==> src/rtl/mojo_serial_pkg.sv <==
// Shared definitions for the mojo serial line framing blocks.
// ASCII_CR/ASCII_LF are the line terminator bytes, which the block transmitter
// path also uses. line_state_t is the receive framer state.
package mojo_serial_pkg;

    localparam logic [7:0] ASCII_CR = 8'h0D;
    localparam logic [7:0] ASCII_LF = 8'h0A;

    typedef enum logic [1:0] {
        COLLECT,
        GOT_CR,
        DISCARD,
        DISCARD_CR
    } line_state_t;

endpackage

==> src/rtl/mojo_line_buffer.sv <==
// Working line buffer for mojo_serial_line_in.
// Appends one or two bytes per cycle. Byte i is stored at
// line_buf[8*(MAX_BYTES-i)-1 -: 8], so the first byte is the most significant.
// Ports:
//   clk, rst_n     clock, synchronous active-low reset
//   clear          zero the buffer and count (takes priority over append)
//   append1        store byte_a at slot count
//   append2        store byte_a at slot count and byte_b at slot count+1
//   byte_a, byte_b bytes to append
//   line_buf       buffer contents
//   count          number of stored bytes
//   full           count == MAX_BYTES
module mojo_line_buffer #(
    parameter int unsigned MAX_BYTES = 40,
    parameter int unsigned LEN_W     = 6
) (
    input  logic                   clk,
    input  logic                   rst_n,
    input  logic                   clear,
    input  logic                   append1,
    input  logic                   append2,
    input  logic [7:0]             byte_a,
    input  logic [7:0]             byte_b,
    output logic [MAX_BYTES*8-1:0] line_buf,
    output logic [LEN_W-1:0]       count,
    output logic                   full
);

    assign full = (count == LEN_W'(MAX_BYTES));

    always_ff @(posedge clk) begin
        if (!rst_n || clear) begin
            line_buf <= '0;
            count    <= '0;
        end else if (append1 || append2) begin
            for (int unsigned i = 0; i < MAX_BYTES; i++) begin
                if (LEN_W'(i) == count)
                    line_buf[8*(MAX_BYTES-i)-1 -: 8] <= byte_a;
                if (append2 && (LEN_W'(i) == count + LEN_W'(1)))
                    line_buf[8*(MAX_BYTES-i)-1 -: 8] <= byte_b;
            end
            count <= count + (append2 ? LEN_W'(2) : LEN_W'(1));
        end
    end

endmodule

==> src/rtl/mojo_serial_line_in.sv <==
// Receive-side CR/LF line framer. It collects UART bytes until CR LF and then
// presents the payload as one wide block with a byte count. Lines longer than
// MAX_BYTES are dropped and flagged with an overflow pulse.
// Optional build macro MOJO_SERIAL_LINE_IN_TIMEOUT_EN discards a partial line
// after TIMEOUT_CYCLES idle cycles.
// Ports:
//   clk, rst_n    clock, synchronous active-low reset
//   rx_data       received byte, qualified by new_rx_data
//   new_rx_data   single-cycle byte strobe
//   rx_block      completed line payload, first byte in the top bits
//   rx_len        payload byte count of rx_block
//   new_rx_block  single-cycle pulse when rx_block/rx_len are updated
//   overflow      single-cycle pulse when a line is dropped for length
module mojo_serial_line_in
    import mojo_serial_pkg::*;
#(
    parameter int unsigned MAX_BYTES      = 40,
    parameter int unsigned LEN_W          = 6,
    parameter int unsigned TIMEOUT_CYCLES = 50000000
) (
    input  logic                   clk,
    input  logic                   rst_n,
    input  logic [7:0]             rx_data,
    input  logic                   new_rx_data,
    output logic [MAX_BYTES*8-1:0] rx_block,
    output logic [LEN_W-1:0]       rx_len,
    output logic                   new_rx_block,
    output logic                   overflow
);

    if (TIMEOUT_CYCLES < 2) begin : g_bad_timeout
        $error("TIMEOUT_CYCLES must be at least 2");
    end
    if ((2 ** LEN_W) <= MAX_BYTES) begin : g_bad_len_w
        $error("LEN_W too narrow for MAX_BYTES");
    end

    line_state_t            state;
    logic [MAX_BYTES*8-1:0] line_buf;
    logic [LEN_W-1:0]       line_count;
    logic                   line_full;
    logic                   room2;
    logic                   buf_clear;
    logic                   append1;
    logic                   append2;
    logic [7:0]             byte_a;
    logic [7:0]             byte_b;
    logic                   emit;
    logic                   ovf;
    logic                   timeout_hit;

    // Space for a held CR plus the byte that followed it.
    assign room2 = ({1'b0, line_count} + (LEN_W+1)'(2)) <= (LEN_W+1)'(MAX_BYTES);

`ifdef MOJO_SERIAL_LINE_IN_TIMEOUT_EN
    localparam int unsigned TMR_W = $clog2(TIMEOUT_CYCLES);

    logic [TMR_W-1:0] idle_cnt;
    logic             timer_active;

    assign timer_active = (state != COLLECT) || (line_count != '0);
    assign timeout_hit  = timer_active && !new_rx_data &&
                          (idle_cnt == TMR_W'(TIMEOUT_CYCLES - 1));

    always_ff @(posedge clk) begin
        if (!rst_n || new_rx_data || !timer_active || timeout_hit)
            idle_cnt <= '0;
        else
            idle_cnt <= idle_cnt + TMR_W'(1);
    end
`else
    assign timeout_hit = 1'b0;
`endif

    // Buffer commands and event flags for the current byte.
    always_comb begin
        buf_clear = timeout_hit;
        append1   = 1'b0;
        append2   = 1'b0;
        byte_a    = rx_data;
        byte_b    = rx_data;
        emit      = 1'b0;
        ovf       = 1'b0;
        if (new_rx_data) begin
            case (state)
                COLLECT: begin
                    if (rx_data != ASCII_CR) begin
                        if (!line_full) append1 = 1'b1;
                        else            ovf     = 1'b1;
                    end
                end
                GOT_CR: begin
                    byte_a = ASCII_CR;
                    if (rx_data == ASCII_LF) begin
                        buf_clear = 1'b1;
                        emit      = (line_count != '0);
                    end else if (rx_data == ASCII_CR) begin
                        if (!line_full) append1 = 1'b1;
                        else            ovf     = 1'b1;
                    end else begin
                        if (room2) append2 = 1'b1;
                        else       ovf     = 1'b1;
                    end
                end
                DISCARD_CR: begin
                    if (rx_data == ASCII_LF) buf_clear = 1'b1;
                end
                default: ;
            endcase
        end
    end

    mojo_line_buffer #(
        .MAX_BYTES (MAX_BYTES),
        .LEN_W     (LEN_W)
    ) u_line_buffer (
        .clk      (clk),
        .rst_n    (rst_n),
        .clear    (buf_clear),
        .append1  (append1),
        .append2  (append2),
        .byte_a   (byte_a),
        .byte_b   (byte_b),
        .line_buf (line_buf),
        .count    (line_count),
        .full     (line_full)
    );

    always_ff @(posedge clk) begin
        if (!rst_n) begin
            state        <= COLLECT;
            rx_block     <= '0;
            rx_len       <= '0;
            new_rx_block <= 1'b0;
            overflow     <= 1'b0;
        end else begin
            new_rx_block <= emit;
            overflow     <= ovf;
            if (emit) begin
                rx_block <= line_buf;
                rx_len   <= line_count;
            end
            if (timeout_hit) begin
                state <= COLLECT;
            end else if (new_rx_data) begin
                case (state)
                    COLLECT: begin
                        if (rx_data == ASCII_CR) state <= GOT_CR;
                        else if (line_full)      state <= DISCARD;
                    end
                    GOT_CR: begin
                        if (rx_data == ASCII_LF)      state <= COLLECT;
                        else if (rx_data == ASCII_CR) state <= line_full ? DISCARD : GOT_CR;
                        else                          state <= room2 ? COLLECT : DISCARD;
                    end
                    DISCARD: begin
                        if (rx_data == ASCII_CR) state <= DISCARD_CR;
                    end
                    DISCARD_CR: begin
                        if (rx_data == ASCII_LF)      state <= COLLECT;
                        else if (rx_data != ASCII_CR) state <= DISCARD;
                    end
                    default: state <= COLLECT;
                endcase
            end
        end
    end

endmodule

==> config.mk <==
export PLATFORM = sky130hd
export DESIGN_NAME = mojo_serial_line_in
export DESIGN_NICKNAME = d
export VERILOG_FILES = /design/src/rtl/mojo_serial_pkg.sv /design/src/rtl/mojo_line_buffer.sv /design/src/rtl/mojo_serial_line_in.sv
export SDC_FILE = /design/constraint.sdc
export NUM_CORES = 1
export LEC_CHECK = 0
export CAP_MARGIN = 25
export CORE_MARGIN = 2
export CORE_UTILIZATION = 45
export CTS_CLUSTER_DIAMETER = 150
export DETAILED_ROUTE_END_ITERATION = 6
export PLACE_DENSITY = 0.76
export SYNTH_ARGS = -nofsm -noshare
export SYNTH_HDL_FRONTEND = slang
export SYNTH_SLANG_ARGS = --single-unit
==> constraint.sdc <==
create_clock -name clk -period 3.8 [get_ports clk]
set_input_delay 0.76 -clock clk [delete_from_list [all_inputs] [get_ports clk]]
set_output_delay 0.76 -clock clk [all_outputs]
set_load 0.005 [all_outputs]
# == Word-level counts from Yosys, hierarchy flattened ==
# Cells that the tools add are included.
# classes
n_addsub,3
magnitude_cmp,1
n_eq_ne,88
n_mux,116
n_reduce_logical,130
# ops
op,count
$mux 8,82
$eq 5x6->1 const A,32
$eq 4x6->1 const A,16
$eq 6x6->1 const A,16
$reduce_and 2->1,41
$reduce_bool 2->1,40
$eq 3x6->1 const A,8
$logic_and 1x1->1,40
$eq 2x6->1 const A,4
$mux 1,21
$mux 2,10
$eq 8x4->1 const B,2
$eq 1x6->1 const A,2
$logic_not 6->1,2
$ne 8x4->1 const B,1
$pmux 2 s4,1
$add 6x2->7 const B,1
$le 7x6->1 const B,1
$add 6x1->6 const B,1
$add 6x6->6,1
$eq 6x6->1 const B,1
$ne 3x3->1 const B,2
$reduce_bool 6->1,1
$eq 2x2->1 const B,2
8 further kinds,10
# totals
ff_bits,656
in_bits,11
out_inout_bits,328
elab_cells,384

# == Depth between registers and ports, before layout ==
# Gate-level depths: netlist of the first run.
# depth
word_depth,10
mapped_depth,14
depth_no_buf,11

# == By module ==
# Synthesis of the first run repeated with hierarchy kept, for this count alone.
# unflattened
cells_unflattened,3152
area_unflattened_um2,27881.7
# modules_own_cells
module,n_inst,cells_per_inst,area_each_um2,seq_area_each_um2
mojo_line_buffer,1,1680,15367.2,6526.3
mojo_serial_line_in,1,1472,12514.5,6606.3

# == Worst setup path before layout of the first run ==
# Ideal clock, no wire load.
# synth_path
kind,input to register
from,in rx_data[4]
to,reg u_line_buffer.count[5]
setup_time_ps,128
t_arrival_ps,3026
required_ps,3672
setup_slack_ps,647
stages,13
n_path_buf,3
path_cell_list,buf_2 > nor4_4 > o211ai_2 > o211ai_4 > inv_4 > buf_4 > buf_2 > ha_1 > a21o_1 > nand2_1 > a211oi_1 > xnor2_1 > nor2_1
# synth_between
elab_chain_len,7
word_cells_on_any_way,19
cone_classes,1 x add/sub; 3 x eq/ne; 13 x mux; 2 x reduce/logical
# synth_rtl
element,line_no,text
from (decl),mojo_serial_line_in.sv:23,"input logic [7:0] rx_data,"
$eq 8x4->1,mojo_serial_line_in.sv:97,end else if (rx_data == ASCII_CR) begin
$mux 1,mojo_serial_line_in.sv:97,
$mux 1,mojo_serial_line_in.sv:94,if (rx_data == ASCII_LF) begin
$mux 1,mojo_serial_line_in.sv:85,case (state)
$mux 1,mojo_serial_line_in.sv:84,if (new_rx_data) begin
$mux 2,mojo_line_buffer.sv:42,count <= count + (append2 ? LEN_W'(2) : LEN_W'(1));
$add 6x6->6,mojo_line_buffer.sv:42,
to (signal assigned),mojo_line_buffer.sv:42,
to (decl),mojo_line_buffer.sv:25,"output logic [LEN_W-1:0] count,"
# Several ways; a longest one is shown, not always the timed one.
# A chain may end at the register's enable or synchronous reset.

# == Worst setup path after layout of the first run ==
# layout_path
from,reg u_line_buffer.count[3]
to,reg u_line_buffer.line_buf[123]
# layout_between
elab_chain_len,10
word_cells_on_any_way,22
cone_classes,2 x add/sub; 1 x order compare; 3 x eq/ne; 12 x mux; 4 x reduce/logical
# layout_rtl
element,line_no,text
$add 6x2->7,mojo_serial_line_in.sv:53,"assign room2 = ({1'b0, line_count} + (LEN_W+1)'(2)) <= (LEN_W+1)'(MAX_BYTES);"
$le 7x6->1,mojo_serial_line_in.sv:53,
$mux 1,mojo_serial_line_in.sv:101,if (room2) append2 = 1'b1;
$mux 1,mojo_serial_line_in.sv:97,
$mux 1,mojo_serial_line_in.sv:94,
$mux 1,mojo_serial_line_in.sv:85,
$mux 1,mojo_serial_line_in.sv:84,
$logic_and 1x1->1,mojo_line_buffer.sv:39,if (append2 && (LEN_W'(i) == count + LEN_W'(1)))
$reduce_bool 2->1 (no source line),-,
$reduce_and 2->1 (no source line),-,
"to (signal, indexed assignment)",mojo_line_buffer.sv:38,line_buf[8*(MAX_BYTES-i)-1 -: 8] <= byte_a;
"to (signal, indexed assignment)",mojo_line_buffer.sv:40,line_buf[8*(MAX_BYTES-i)-1 -: 8] <= byte_b;
to (decl),mojo_line_buffer.sv:24,"output logic [MAX_BYTES*8-1:0] line_buf,"
# Several ways; a longest one is shown, not always the timed one.

==> qor.csv, run 1 <==
metric,value,unit
status,"finished, final reports clean",
synth_xor_area_share,0.458,%
yosys.area_share.simple,18.3,%
synth_compound_area_share,23.1,%
fmax,297,MHz
vias,22790,
rows,85,
finalSetupViolCount,0,
avgSynthCellArea,8.73,um2
drive_above_1_share,12.3,%
routabilityCongestion,0.964,
h-tree-depth,3,
placed_cell_area,0.0291,mm2
drv_cap,0,
multiInputGateArea,0.0103,mm2
die-area,0.0559,mm2
synth_edf_count,0,
finalNonFillerCells,3881,
clkSinkCount,656,
finalPower,14.2,mW
post-place-cells,3760,
endpoint,u_line_buffer.line_buf[123],
yosysUniqueCellTypes,90,
numPortBuffers,338,
clk_pin_slew_worst_paths,0.06,ns
async_reset_ff_share,0,%
grt_pass1_wl,130000,um
worstRegToRegCells,9,
finalSetupTns,0,ns
drt_iter0_markers,1979,
grt_usage,29.8,%
coreArea,0.0536,mm2
synthAdderAreaFrac,0.237,%
worst-setup-path-type,reg -> reg,
initial_utilization,45.4,%
fin_crit_sh,88.5,%
drt-pass1-iter-count,6,
required,4.35,ns
max_slew_margin,28.4,%
ys_warn_count,0,
cts-root-buf,clkbuf_16,
antenna_found_initial,6,
postRouteAntennaNets,0,
seqCellArea,0.0131,mm2
worstSkewPairLatency,0.60,ns
powerDensity,451,mW/mm2
nFillCells,4576,
cts_tree,yes,
arrival,3.92,ns
p_leak,10.4,nW
dpl.hpwl,59300,um
synth_top_family_by_area,compound AO/OA/AOI/OAI gates,
tightest_slew,1.07,ns
netlist_instances,2786,
ys_seq_area_share,54.0,%
grt_overflow,0,
peakVddDrop,0.358,mV
min_path_type,reg -> reg,
nets,3147,
crit_path_end_kind,flop,
synth_nets,2801,
final_max_slew_viol_count,0,
pre_cts_ws,0.0544,ns
io-pin-count,339,
drc,0,
start_kind,flop,
crit_start,u_line_buffer.count[3],
syn_area,0.0243,mm2
clock_path_buffers,3,
skew,0.0208,ns
timing.rr.start,u_line_buffer.count[3],
cts_resized,0,
r2r-end,u_line_buffer.line_buf[123],
synth_seq_cells,656,
grt_setup_unrepaired,no,
wirelength,85900,um
cp_max_fo,25,
grt_start_max_net_pins,194,
grt_pass1_vias,21972,
cts_setup_buffers,0,
ys.flop_type,dfxtp_1,
cts_hold_buf,0,
fp.dieH,236,um
die_w,236,um
hold_viol_final,0,
hold_path_startpoint,u_line_buffer.line_buf[290],
final.min_clock_period,3.36,ns
timing.final.ws_setup,0.436,ns
design_area,0.0314,mm2
detail_route.wl_per_cell,22.1,um
ff2ff_setup_slack,0.44,ns
area.growth.synth_to_final,29.3,%
vias_per_cell,5.87,
cts_buffers,66,
synthMuxAreaShare,0,%
==> synth_stat cells (15+ instances only) <==
cell	number	area, um2
a21oi_1	401	2010
a22oi_1	15	113
a32o_1	32	320
buf_2	41	205
clkbuf_1	159	597
dfxtp_1	656	13100
inv_1	15	56.3
nand2_1	805	3020
nand3_1	21	105
nand4_1	40	250
nor2_1	64	240
nor3_1	53	265
nor4_1	16	100
o21ai_0	44	220
o221a_2	67	754
o22ai_1	81	507
o32ai_1	26	228
==> stage by stage <==
step,util (%),hold slack [ns]
finish,58.6,0.451
global route,58.6,0.472
CTS,58.6,0.452
detailed placement,54.3,0.445
global placement,54.3,0.440
floorplan,-,0.426
==> cell families (layout without fill, tap and decap cells) <==
family,after synthesis,after routing
AOI/OAI and AO/OA,823,823
xor gates and xnor gates,11,11
adders and majority gates,4,4
buffers and inverters,236,633
DFF,656,656
other,0,2
and+or+nand+nor,1056,1056
==> worst min path at each step <==
stage / end / depth (start not counted)
2_1_floorplan: u_line_buffer.line_buf[191] / 1
3_3_place_gp: rx_block[153] / 2
3_5_place_dp: rx_block[113] / 2
4_1_cts: rx_block[53] / 2
5_1_grt: u_line_buffer.line_buf[193] / 2
6_report: rx_block[290] / 2
==> power by group <==
| part | switching, mW | total (mW) | leakage (nW) | internal (mW) |
|---|---|---|---|---|
| Sequential | 0.0125 | 6.90 | 5.28 | 6.89 |
| Combinational | 0.351 | 0.448 | 4.03 | 0.0967 |
| Clock | 2.76 | 6.81 | 1.12 | 4.05 |
| Total | 3.13 | 14.2 | 10.4 | 11.0 |
==> placed cells by master (no fill, tap or decap), drive strengths merged, types with 20 or more instances in the layout <==
cell / count
nand2: 806
dfxtp: 656
a21oi: 406
clkdlybuf4s50: 335
buf: 160
clkbuf: 91
o22ai: 81
o221a: 79
nor2: 65
nor3: 54
o21ai: 52
nand4: 40
a32o: 32
o32ai: 31
nand3: 21
inv: 20
==> registers in the layout, indices dropped and copies added, names as in the netlist <==
signal                  flops
rx_block                  320
new_rx_block                1
u_line_buffer.line_buf    320
rx_len                      6
overflow                    1
u_line_buffer.count         6
state                       2
==> layout make-up <==
| cell class | count | area share [%] |
|---|---|---|
| clock buffer | 91 | 6.11 |
| multi-input combinational | 1894 | 32.6 |
| tap | 696 | 2.77 |
| inverter | 19 | 0.259 |
| sequential | 656 | 41.8 |
| clock inverter | 28 | 1.20 |
| antenna | 2 | 0.0159 |
| timing repair buffer | 495 | 15.2 |
==> worst max-delay path, stage by stage (launching register included) <==
cell and delay [ns]:
dfxtp_1 0.83, nand4_1 0.37, xnor2_1 0.22, buf_4 0.19, nand2_1 0.07, buf_4 0.34, nor3_1 0.12, buf_4 0.17
a31oi_1 0.67, o221a_2 0.31
==> routing by layer <==
layer | track usage [%] | share of wire (%)
met1 | 39.4 | 42
met2 | 48.8 | 47
met3 | 5.31 | 7.4
met4 | 11.2 | 3.2
met5 | 0 | 0.040
Power figures use the tool's default switching activity.
==> inputs of run 2 (changes only) <==
REMOVE_ABC_BUFFERS = 1   (was not set)
==> run 2 against run 1 <==
Compared with the run above:
- largest cell class unchanged
- first-iteration DRC count rose by 13%
- clock skew rose by 0.0053 ns
- critical path depth fell by 1
- flip-flop and latch count did not move
- register-to-register slack got worse by 0.07 ns
- cell count fell by 1.1%
- sequential share of layout area rose by 0.57 points
- hold slack got worse by 0.0026 ns
- critical endpoint is now u_line_buffer.line_buf[285]
- die area did not move
==> qor.csv, run 2 (synthesis results as in run 1) <==
metric,value,unit,change
final.min_clock_period,3.43,ns,was 3.36 ns
critPathSlowestCell,xnor2_2,,was dfxtp_1
fmax,291,MHz,was 297 MHz
drt_iter0_markers,2231,,was 1979
min_path_type,reg -> reg,,unchanged
clk_pin_slew_worst_paths,0.06,ns,about the same
fp.dieH,236,um,unchanged
cts-root-buf,clkbuf_16,,unchanged
drive_above_1_share,11.2,%,was 12.3%
area.growth.synth_to_final,27.6,%,was 29.3%
path_delay_family,simple AND/OR/NAND/NOR gates,,was compound AO/OA/AOI/OAI gates
grt_setup_unrepaired,no,,unchanged
final_cell_mix,"nand2_1, dfxtp_1, a21oi_1",,unchanged
worstSkewPairLatency,0.62,ns,was 0.60 ns
p_comb_share,3.1,%,was 3.2%
final_max_slew_viol_count,0,,unchanged
cts_resized,0,,unchanged
wirelength,80100,um,was 85900 um
start_kind,flop,,unchanged
switching_share,21.7,%,was 22.1%
grt_overflow,0,,unchanged
max_slew_margin,24.8,%,was 28.4%
grt_usage,27.7,%,was 29.8%
grt_pass1_vias,21237,,was 21972
seqCellArea,0.0131,mm2,unchanged
cts_buffers,68,,was 66
finalSetupViolCount,0,,unchanged
status,"finished, final reports clean",,unchanged
io-pin-count,339,,unchanged
rows,85,,unchanged
cts_hold_buf,0,,unchanged
crit_path_end_kind,flop,,unchanged
p_seq_share,49.0,%,was 48.8%
vias_per_cell,5.81,,was 5.87
initial_utilization,45.4,%,unchanged
p_int,11.0,mW,about the same
nets,3111,,was 3147
required,4.33,ns,was 4.35 ns
detail_route.wl_per_cell,20.9,um,was 22.1 um
cp.buffers_inverters,2,,was 3
peakVddDrop,0.250,mV,was 0.358 mV
final_common_cell,nand2_1,,unchanged
drt-pass1-iter-count,5,,was 6
grt_start_max_net_pins,209,,was 194
arrival,3.96,ns,was 3.92 ns
cp_cell_sequence,buf_4 -> nand4_1 -> xnor2_2 -> nand2_1 -> buf_4 -> o31ai_1 -> nand4_1 -> a21oi_1,,was nand4_1 -> xnor2_1 -> buf_4 -> nand2_1 -> buf_4 -> nor3_1 -> buf_4 -> a31oi_1 -> o221a_2
finalSetupTns,0,ns,unchanged
grt_pass1_wl,122000,um,was 130000 um
cts_tree,yes,,unchanged
worst-setup-path-type,reg -> reg,,unchanged
dpl.hpwl,54800,um,was 59300 um
cts_setup_buffers,0,,unchanged
h-tree-depth,3,,unchanged
vias,22304,,was 22790
clock_path_buffers,3,,unchanged
clkSinkCount,656,,unchanged
die_w,236,um,unchanged
reg_top3,"rx_block x320, u_line_buffer.line_buf x320",,unchanged
p_leak,10.2,nW,was 10.4 nW
finalPower,14.1,mW,was 14.2 mW
cp_slowest_stage_delay,0.64,ns,was 0.83 ns
die-area,0.0559,mm2,unchanged
antenna_found_initial,3,,was 6
powerDensity,454,mW/mm2,was 451 mW/mm2
skew,0.0262,ns,was 0.0208 ns
postRouteAntennaNets,0,,unchanged
cp_max_fo,16,,was 25
p_switching,3.06,mW,was 3.13 mW
p_clk_share,47.9,%,was 48.1%
tightest_slew,1.13,ns,was 1.07 ns
numPortBuffers,338,,unchanged
multiInputGateArea,0.0103,mm2,about the same
drc,0,,unchanged
hold_viol_final,0,,unchanged
routabilityCongestion,0.941,,was 0.964
coreArea,0.0536,mm2,unchanged
drv_cap,0,,unchanged
fin_crit_sh,90.3,%,was 88.5%
nFillCells,4748,,was 4576
run 2: changes by cell type in the layout (fill, tap and decap cells not counted), moves of 2 or more:
cell,before,now
buf_4,138,107
buf_12,19,11
clkbuf_16,69,71
clkinv_8,2,0
run 2: worst paths after layout:
path	slack [ns]	startpoint	end	cells past startpoint
hold reg to reg	0.45	u_line_buffer.line_buf[221]	rx_block[221]	2
setup / recovery	0.37	u_line_buffer.count[0]	u_line_buffer.line_buf[285]	8
setup reg to reg	0.37	u_line_buffer.count[0]	u_line_buffer.line_buf[285]	8
hold / removal	0.45	u_line_buffer.line_buf[221]	rx_block[221]	2
run 2: per-layer routing:
layer | GRT usage (%) | up-vias | part of all wire, %
li1 | - | 10470 | -
met1 | 37.6 | 10706 | 43
met2 | 44.3 | 981 | 46
met3 | 5.17 | 143 | 7.9
met4 | 9.70 | 4 | 2.9
met5 | 0 | - | 0.029
run 2: final cells by class:
cell class	count	area share [%]
clock buffers	93	6.35
flip-flops and latches	656	42.4
inverters	19	0.262
multi-input cells	1894	33.1
well taps	696	2.81
repair buffers	457	14.2
clock inverters	23	0.924
diodes	1	0.00807
run 2: tightest hold or removal path: stages, from the launching register on:
cell and delay, ns:
dfxtp_1 0.31, nand2_1 0.05, a21oi_1 0.05
run 2: metrics by stage:
| stage | instance area, um2 | setup slack (ns) | instances | util [%] | hold WS (ns) |
|---|---|---|---|---|---|
| after global placement | 28700 | 0.0810 | 3721 | 53.6 | 0.437 |
| after global routing | 31000 | 0.217 | 3838 | 57.8 | 0.470 |
| after floorplan | 23400 | -14.57 | 2569 | - | 0.426 |
| after CTS | 31000 | 0.189 | 3837 | 57.8 | 0.449 |
| after detailed placement | 28700 | -0.0305 | 3721 | 53.6 | 0.444 |
| final | 31000 | 0.368 | 3839 | 57.9 | 0.449 |
run 2: power groups by stage:
stage | logic, mW | clock network [mW] | registers (mW)
3_5_place_dp | 0.424 | 0 | 7.06
2_1_floorplan | 0.190 | 0 | 7.06
4_1_cts | 0.426 | 6.81 | 6.90
5_1_grt | 0.460 | 7.12 | 6.90
3_3_place_gp | 0.420 | 0 | 7.06
6_report | 0.436 | 6.74 | 6.90
==> inputs of run 3 (changes only) <==
CORE_UTILIZATION = 54   (was 45)
PLACE_DENSITY = 0.87   (was 0.76)
==> run 3 against run 2 <==
Compared with the run above:
- clock skew decreased by 0.011 ns
- fmax increased by 3.7%
- design area decreased by 1.3%
- combinational power decreased by 1%
- setup slack improved by 0.12 ns
- utilization increased by 11 points
- sequential power about the same
- total power decreased by 4.0%
- via count increased by 2.6%
==> qor.csv, run 3 (synthesis results as in run 1) <==
metric,value,unit,change
clkSinkCount,656,,unchanged
cp_slowest_stage_delay,0.74,ns,was 0.64 ns
powerDensity,442,mW/mm2,was 454 mW/mm2
max_slew_margin,32.7,%,was 24.8%
antennaDiodeCount,0,,was 1
numPortBuffers,338,,unchanged
nets,3095,,was 3111
finalPower,13.5,mW,was 14.1 mW
timing.final.ws_setup,0.489,ns,was 0.368 ns
worstSkewPairLatency,0.62,ns,about the same
skew,0.0150,ns,was 0.0262 ns
fin_crit_sh,87.1,%,was 90.3%
postRouteAntennaNets,0,,unchanged
tightest_slew,1.01,ns,was 1.13 ns
final_cell_mix,"nand2_1, dfxtp_1, a21oi_1",,unchanged
worst-setup-path-type,reg -> reg,,unchanged
detail_route.wl_per_cell,21.3,um,was 20.9 um
cts-root-buf,clkbuf_16,,unchanged
clk_pin_slew_worst_paths,0.06,ns,about the same
final_max_slew_viol_count,0,,unchanged
critPathSlowestCell,o31ai_1,,was xnor2_2
finalNonFillerCells,3715,,was 3839
antenna_found_initial,1,,was 3
hold_viol_final,0,,unchanged
cts_setup_buffers,0,,unchanged
path_delay_family,compound AO/OA/AOI/OAI gates,,was simple AND/OR/NAND/NOR gates
wirelength,79200,um,was 80100 um
arrival,3.86,ns,was 3.96 ns
post-place-cells,3608,,was 3721
finalSetupViolCount,0,,unchanged
grt_usage,32.5,%,was 27.7%
drt_iter0_markers,2415,,was 2231
cts_resized,0,,unchanged
vias,22884,,was 22304
area.growth.synth_to_final,25.9,%,was 27.6%
fmax,302,MHz,was 291 MHz
reg_top3,"rx_block x320, u_line_buffer.line_buf x320",,unchanged
p_leak,10.1,nW,was 10.2 nW
required,4.35,ns,was 4.33 ns
drc,0,,unchanged
start_kind,flop,,unchanged
status,"finished, final reports clean",,unchanged
grt_start_max_net_pins,147,,was 209
fp.dieH,216,um,was 236 um
initial_utilization,54.9,%,was 45.4%
drt-pass1-iter-count,7,,was 5
drive_above_1_share,10.6,%,was 11.2%
final_common_cell,nand2_1,,unchanged
die-area,0.0467,mm2,was 0.0559 mm2
routabilityCongestion,0.994,,was 0.941
cp.buffers_inverters,2,,unchanged
min_path_type,reg -> reg,,unchanged
grt_pass1_wl,122000,um,about the same
cp_max_fo,31,,was 16
io-pin-count,339,,unchanged
finalSetupTns,0,ns,unchanged
h-tree-depth,2,,was 3
hold-worst-slack,0.448,ns,was 0.449 ns
die_w,216,um,was 236 um
cts_tree,yes,,unchanged
dpl.hpwl,53100,um,was 54800 um
grt_pass1_vias,21905,,was 21237
vias_per_cell,6.16,,was 5.81
crit_path_end_kind,flop,,unchanged
grt_overflow,0,,unchanged
coreArea,0.0443,mm2,was 0.0536 mm2
drv_cap,0,,unchanged
peakVddDrop,0.348,mV,was 0.250 mV
grt_setup_unrepaired,no,,unchanged
nFillCells,3370,,was 4748
clock_path_buffers,3,,unchanged
cts_hold_buf,0,,unchanged
final.min_clock_period,3.31,ns,was 3.43 ns
pre_cts_ws,0.0937,ns,was -0.0305 ns
rows,77,,was 85
ff2ff_setup_slack,0.49,ns,was 0.37 ns
cts_buffers,61,,was 68
cp_cell_sequence,buf_4 -> nand4_1 -> xnor2_1 -> nand2_1 -> buf_4 -> o31ai_1 -> nand4_1 -> a21oi_1,,was buf_4 -> nand4_1 -> xnor2_2 -> nand2_1 -> buf_4 -> o31ai_1 -> nand4_1 -> a21oi_1
[run 3: cell types whose count changed in the layout (fill, tap and decap cells not counted), sizes merged]
cell	change
clkbuf	-4
diode	-1
buf	-10
bufinv	-1
clkinvlp	-4
[run 3: layer usage]
metal	wire, um	global-route usage, %
met5	13	0
met4	2900	13.0
met3	6660	4.76
met2	37200	53.8
met1	32400	42.9
[run 3: power breakdown]
part | internal (mW) | total, mW | switching, mW
registers | 6.89 | 6.90 | 0.00924
clock network | 3.62 | 6.19 | 2.57
logic | 0.0958 | 0.430 | 0.334
[run 3: worst min-delay path, cell delays in order, from the launching register on]
cell and delay (ns):
dfxtp_1 0.31, nand2_1 0.05, a21oi_1 0.05
[run 3: path summary, 6_finish.rpt]
kind                                               endpoint  cells past startpoint                         from
worst max-delay path            u_line_buffer.line_buf[158]                      8       u_line_buffer.count[2]
worst min-delay path                          rx_block[246]                      2  u_line_buffer.line_buf[246]
worst max register to register  u_line_buffer.line_buf[158]                      8       u_line_buffer.count[2]
worst min register to register                rx_block[246]                      2  u_line_buffer.line_buf[246]
[run 3: layout make-up]
class / count / area (um2) / area share [%]
Clock buffer: 88 / 1810 / 5.92
Clock inverter: 18 / 226 / 0.740
Inverter: 19 / 81.3 / 0.266
Multi-Input combinational cell: 1894 / 10300 / 33.5
Sequential cell: 656 / 13100 / 42.9
Tap cell: 592 / 741 / 2.42
Timing Repair Buffer: 448 / 4360 / 14.2
[run 3: through the flow]
step / util [%] / cell area, um2
2_1_floorplan: - / 23400
3_3_place_gp: 64.4 / 28600
6_report: 69.1 / 30600
5_1_grt: 69.1 / 30600
3_5_place_dp: 64.4 / 28600
4_1_cts: 69.0 / 30600
